## src/rtl/clock_divider_if.sv

```systemverilog
// Control and status bundle for the multi-channel clock divider.
//   enable    : per-channel run request, sampled on the system clock
//   divisor   : packed half-period divisors, channel k at [k*WIDTH +: WIDTH]
//   div_clock : divided clock per channel, registered
//   rise      : one-cycle pulse when div_clock goes high
//   fall      : one-cycle pulse when div_clock goes low
//   running   : high while the channel is in its HIGH or LOW phase
// master drives enable/divisor and observes the outputs; slave is the divider.
interface clock_divider_if #(
  parameter int CHANNELS = 2,
  parameter int WIDTH    = 8
);
  logic [CHANNELS-1:0]       enable;
  logic [CHANNELS*WIDTH-1:0] divisor;
  logic [CHANNELS-1:0]       div_clock;
  logic [CHANNELS-1:0]       rise;
  logic [CHANNELS-1:0]       fall;
  logic [CHANNELS-1:0]       running;

  modport master (
    output enable, divisor,
    input  div_clock, rise, fall, running
  );

  modport slave (
    input  enable, divisor,
    output div_clock, rise, fall, running
  );
endinterface

```

## src/rtl/clock_divider.sv

```systemverilog
// Multi-channel programmable clock divider with glitch-free run control.
// Each channel produces a 50%-duty clock of period 2*D system cycles, where
// D is the channel divisor (0 treated as 1). The divisor is captured at each
// rising edge of the divided clock so a period is never cut short, and the
// run request is only honoured from IDLE or on the last LOW cycle.
//   clock : system clock, all logic on the rising edge
//   reset : synchronous, active-high; forces every channel to IDLE, outputs 0
//   bus   : clock_divider_if slave (enable, divisor in; div_clock, rise,
//           fall, running out)
module clock_divider #(
  parameter int CHANNELS = 2,
  parameter int WIDTH    = 8
) (
  input  logic          clock,
  input  logic          reset,
  clock_divider_if.slave bus
);

  typedef enum logic [1:0] {
    IDLE = 2'd0,
    HIGH = 2'd1,
    LOW  = 2'd2
  } state_t;

  logic [CHANNELS-1:0] clk_vec;
  logic [CHANNELS-1:0] rise_vec;
  logic [CHANNELS-1:0] fall_vec;
  logic [CHANNELS-1:0] running_vec;

  generate
    for (genvar gi = 0; gi < CHANNELS; gi++) begin : g_channel
      state_t           state_reg;
      logic [WIDTH-1:0] cnt_reg;
      logic [WIDTH-1:0] div_reg;
      logic             clk_reg;
      logic             rise_reg;
      logic             fall_reg;
      logic             running_reg;
      logic [WIDTH-1:0] div_in;
      logic [WIDTH-1:0] div_eff;

      assign div_in  = bus.divisor[gi*WIDTH +: WIDTH];
      // A zero divisor would otherwise underflow the counter; run it as 1.
      assign div_eff = (div_in == '0) ? WIDTH'(1) : div_in;

      always_ff @(posedge clock) begin
        if (reset) begin
          state_reg   <= IDLE;
          cnt_reg     <= '0;
          div_reg     <= '0;
          clk_reg     <= 1'b0;
          rise_reg    <= 1'b0;
          fall_reg    <= 1'b0;
          running_reg <= 1'b0;
        end else begin
          rise_reg <= 1'b0;
          fall_reg <= 1'b0;
          case (state_reg)
            IDLE: begin
              clk_reg     <= 1'b0;
              running_reg <= 1'b0;
              if (bus.enable[gi]) begin
                state_reg   <= HIGH;
                div_reg     <= div_eff;
                cnt_reg     <= div_eff - WIDTH'(1);
                clk_reg     <= 1'b1;
                rise_reg    <= 1'b1;
                running_reg <= 1'b1;
              end
            end
            HIGH: begin
              if (cnt_reg == '0) begin
                // Low phase reuses the divisor captured at the rise.
                state_reg <= LOW;
                cnt_reg   <= div_reg - WIDTH'(1);
                clk_reg   <= 1'b0;
                fall_reg  <= 1'b1;
              end else begin
                cnt_reg <= cnt_reg - WIDTH'(1);
              end
            end
            LOW: begin
              if (cnt_reg == '0) begin
                if (bus.enable[gi]) begin
                  state_reg <= HIGH;
                  div_reg   <= div_eff;
                  cnt_reg   <= div_eff - WIDTH'(1);
                  clk_reg   <= 1'b1;
                  rise_reg  <= 1'b1;
                end else begin
                  state_reg   <= IDLE;
                  running_reg <= 1'b0;
                end
              end else begin
                cnt_reg <= cnt_reg - WIDTH'(1);
              end
            end
            default: begin
              state_reg   <= IDLE;
              clk_reg     <= 1'b0;
              running_reg <= 1'b0;
            end
          endcase
        end
      end

      assign clk_vec[gi]     = clk_reg;
      assign rise_vec[gi]    = rise_reg;
      assign fall_vec[gi]    = fall_reg;
      assign running_vec[gi] = running_reg;
    end
  endgenerate

  assign bus.div_clock = clk_vec;
  assign bus.rise      = rise_vec;
  assign bus.fall      = fall_vec;
  assign bus.running   = running_vec;

endmodule

```

## src/flat_wrapper.sv

```systemverilog
// flat-port wrapper written by rule: the top's interface ports become plain ports
module clock_divider_flat 
#(
  parameter int CHANNELS = 2,
  parameter int WIDTH    = 8
)
  (clock, reset, bus_enable, bus_divisor, bus_div_clock, bus_rise, bus_fall, bus_running);
  clock_divider_if #(.CHANNELS(CHANNELS), .WIDTH(WIDTH)) bus_i ();
  input  logic clock;
  input  logic reset;
  input wire logic [$bits(bus_i.enable)-1:0] bus_enable;
  input wire logic [$bits(bus_i.divisor)-1:0] bus_divisor;
  output wire logic [$bits(bus_i.div_clock)-1:0] bus_div_clock;
  output wire logic [$bits(bus_i.rise)-1:0] bus_rise;
  output wire logic [$bits(bus_i.fall)-1:0] bus_fall;
  output wire logic [$bits(bus_i.running)-1:0] bus_running;
  assign bus_i.enable = bus_enable;
  assign bus_i.divisor = bus_divisor;
  assign bus_div_clock = bus_i.div_clock;
  assign bus_rise = bus_i.rise;
  assign bus_fall = bus_i.fall;
  assign bus_running = bus_i.running;
  clock_divider #(.CHANNELS(CHANNELS), .WIDTH(WIDTH)) u_core (.clock(clock), .reset(reset), .bus(bus_i));
endmodule
```

## config.mk

```make
export PLATFORM = sky130hd
export DESIGN_NAME = clock_divider_flat
export DESIGN_NICKNAME = d
export VERILOG_FILES = /design/src/rtl/clock_divider_if.sv /design/src/rtl/clock_divider.sv /design/src/flat_wrapper.sv
export SDC_FILE = /design/constraint.sdc
export NUM_CORES = 1
export LEC_CHECK = 0
export CAP_MARGIN = 10
export CORE_UTILIZATION = 30
export CTS_CLUSTER_SIZE = 14
export DETAILED_ROUTE_END_ITERATION = 16
export PLACE_DENSITY = 0.46
export SYNTH_ARGS = -nofsm -noshare
export SYNTH_HDL_FRONTEND = slang
export SYNTH_SLANG_ARGS = --single-unit
```

## constraint.sdc

```tcl
create_clock -name clock -period 4.3 [get_ports clock]
set_input_delay 0.645 -clock clock [delete_from_list [all_inputs] [get_ports clock]]
set_output_delay 0.645 -clock clock [all_outputs]
set_load 0.03 [all_outputs]
```

==> summary.md <==
| Metric | Value |
|---|---|
| Origin of the critical flop-to-flop path | u_core.g_channel[0].state_reg[1]$_SDFFE_PP0P_ |
| Tmin final | 2.87 ns |
| Mean routed wirelength per cell | 16.0 um |
| Clk_skew | 0.00841 ns |
| Largest net degree at the start of global routing | 24 |
| Clock tree root buffer cell | clkbuf_16 |
| Max Transition Viols Final | 0 |
| CTS clk-pin slew, worst paths | 0.07 ns |
| Area post-placement | 0.00370 mm2 |
| Ys Warns | 0 |
| Cells after synthesis | 432 |
| Leakage power | 1.43 nW |
| Antenna violations before repair | 0 |
| Final Cell Area | 0.00385 mm2 |
| Total track usage | 16.9% |
| Hpwl dp | 6840 um |
| Vias in the first global route | 2986 |
| Die X | 108 um |
| Switching power total | 1.09 mW |
| Yosys top cell area share | 25.9% |
| IO Count | 28 |
| Worst hold path type | register to register |
| Power per standard cell area | 623 mW/mm2 |
| Final Wtd Congestion | 0.837 |
| Finished Core Util | 35.2% |
| PostCTS Resize Cnt | 0 |
| Final worst slack | 1.43 ns |
| DR DRC count | 0 |
| Final ANT Viol Nets | 0 |
| Layout cells sized above 1 | 5.92% |
| CP Data Required Time | 4.50 ns |
| VDD IR max | 0.189 mV |
| Sw frac | 45.6% |
| Worst Path Arrival | 3.08 ns |
| Crit path launch type | primary input |
| CTS tree | built |
| Worst Hold Depth | 2 |
| H-tree depth | 2 |
| Syn Nets | 470 |
| WHS Endpoint | u_core.g_channel[0].clk_reg$_SDFFE_PP0P_ |
| Total core area | 0.0109 mm2 |
| FFs w/ async S/R, synth | 0% |
| Final count of hold timing violations | 0 |
| Number of DRC markers in iteration 0 | 145 |
| Max Clk Rate | 0.348 GHz |
| Count leader, synth | nor2_1 |
| Worst slew pin tran | 0.919 ns |
| Layout area overhead | 13.4% |
| Overflow after GRT | 0 |
| Post-synth EDFFs | 0 |
| R2R cell count | 7 |
| Placed Cells | 571 |
| CTS Buf Count | 5 |
| Endpoints failing setup | 0 |
| Clock latency on the worst-skew pair | 0.29 ns |
| Synthesized area | 0.00340 mm2 |
| Port Buffer Count | 27 |
| Post-CTS Hold Fix Bufs | 0 |
| Reg2reg setup slack | 1.86 ns |
| Cell accounting for the most synthesized area | dfxtp_1 |
| Global-route wire length before repair | 15500 um |
| Sequential area share after synthesis | 25.9% |
| Drt via density | 5.49 |
| Pint | 1.30 mW |
| Primary flip-flop cell chosen by synthesis mapping | dfxtp_1 |
| Status | finished, final reports clean |
| Die ar. | 0.0117 mm2 |
| Post-Route WL | 9240 um |
| Vias | 3177 |
| Combinational Power Share | 55.7% |
| RR Endpoint | u_core.g_channel[0].cnt_reg[1]$_SDFFE_PP0P_ |
| Post-synthesis register bit count | 44 |
| Initial Util | 31.1% |
| Hold path start | u_core.g_channel[0].clk_reg$_SDFFE_PP0P_ |
| Site Rows | 38 |
| Clock sink count | 44 |
| Hold WS | 0.462 ns |
| Clk pwr share | 16.6% |
| CP Class | primary input to register |
| Post-CTS Setup Repair Bufs | 0 |
| Setup TNS | 0 ns |
| Unique cell type count in the Yosys netlist | 69 |
| Power consumption | 2.40 mW |
| Nets | 476 |
| Worst Path Max Fanout | 6 |
| Number of diodes | 0 |
| Clk buf depth | 2 |
| Relative slew slack | 38.5% |
| Most common library cells after synthesis | nor2_1 (60), dfxtp_1 (44), nand2_1 (27), inv_1 (26), a21oi_1 (22) |
| Register share of total power | 27.7% |
| RSZ-0062 raised after global routing | false |
| Dpl ws | 1.14 ns |
| Final period util | 66.8% |
| Die Span Y | 108 um |
| Top post-synthesis cells by area | dfxtp_1 (26%), ha_1 (6.6%), nor2_1 (6.6%) |
| Drt first pass iters | 5 |
| Fin cells | 579 |
| Max-cap violations | 0 |
| CP Capture Type | register |
| Mean post-synth cell area | 7.86 um2 |
metal layers:
metal | vias up | routed length (um) | track usage (%)
met4 | 0 | 70 | 3.19
met5 | - | 0 | 0
met2 | 83 | 4000 | 26.1
met3 | 6 | 416 | 2.35
li1 | 1567 | - | -
met1 | 1521 | 4750 | 24.9
worst max-delay path by stage:
stage / startpoint / to / slack (ns)
after floorplan: bus_divisor[11] / u_core.g_channel[1].cnt_reg[4]$_SDFFE_PP0P_ / 2.00
after global placement: bus_divisor[11] / u_core.g_channel[1].cnt_reg[4]$_SDFFE_PP0P_ / 1.24
after detailed placement: bus_divisor[11] / u_core.g_channel[1].cnt_reg[4]$_SDFFE_PP0P_ / 1.14
after CTS: bus_divisor[11] / u_core.g_channel[1].cnt_reg[4]$_SDFFE_PP0P_ / 1.43
after global routing: bus_divisor[10] / u_core.g_channel[1].cnt_reg[4]$_SDFFE_PP0P_ / 1.25
final: bus_divisor[11] / u_core.g_channel[1].cnt_reg[4]$_SDFFE_PP0P_ / 1.43
logic make-up (layout without fill, tap and decap cells):
group | after synthesis | in the layout | share of synthesized area, %
mux | 20 | 20 | 6.19
compound gates | 109 | 109 | 22.7
fa+ha+maj | 18 | 18 | 6.63
flops | 44 | 44 | 25.9
simple gates | 162 | 162 | 25.2
xor+xnor | 22 | 22 | 5.67
buf+inv | 57 | 64 | 7.66
critical path, cell delays in order:
cell and delay (ns):
clkdlybuf4s50_1 0.49, nor4_1 0.61, a21oi_1 0.24, ha_1 0.30
nor3b_1 0.15, xnor2_1 0.13, a211oi_1 0.26, a211oi_1 0.08
nor3_1 0.18
power by group through the flow:
| stage | sequential (mW) | combinational [mW] | clock (mW) |
|---|---|---|---|
| floorplan | 0.608 | 1.09 | 0 |
| global placement | 0.669 | 1.33 | 0 |
| detailed placement | 0.672 | 1.32 | 0 |
| CTS | 0.663 | 1.33 | 0.408 |
| global route | 0.682 | 1.47 | 0.430 |
| finish | 0.664 | 1.33 | 0.399 |
layout by cell type, fill, tap and decap left out, types with 4 or more instances in the layout:
cell / Yosys / layout
nor2_1: 60 / 60
dfxtp_1: 44 / 44
nand2_1: 27 / 27
clkdlybuf4s50_1: 0 / 27
inv_1: 26 / 26
a21oi_1: 22 / 22
nor3_1: 19 / 19
mux2i_1: 18 / 18
ha_1: 18 / 18
o21ai_0: 15 / 15
xnor2_1: 14 / 14
a211oi_1: 14 / 14
xor2_1: 8 / 8
or3_1: 7 / 7
nor2b_1: 7 / 7
nor3b_1: 7 / 7
o31a_1: 6 / 6
a31oi_1: 5 / 5
o22ai_1: 5 / 5
clkbuf_16: 0 / 5
and2_1: 4 / 4
nand3_1: 4 / 4
o32ai_1: 4 / 4
o211ai_1: 4 / 4
o21ai_1: 4 / 4
or4_1: 4 / 4
layout make-up:
| cell class | count | area, um2 |
|---|---|---|
| tap | 140 | 175 |
| multi-input combinational | 331 | 2250 |
| inverter | 26 | 97.6 |
| clock buffer | 7 | 143 |
| sequential | 44 | 881 |
| timing repair buffer | 30 | 293 |
| fill | 1157 | 7080 |
| clock inverter | 1 | 7.51 |
(Power assumes the default switching activity.)
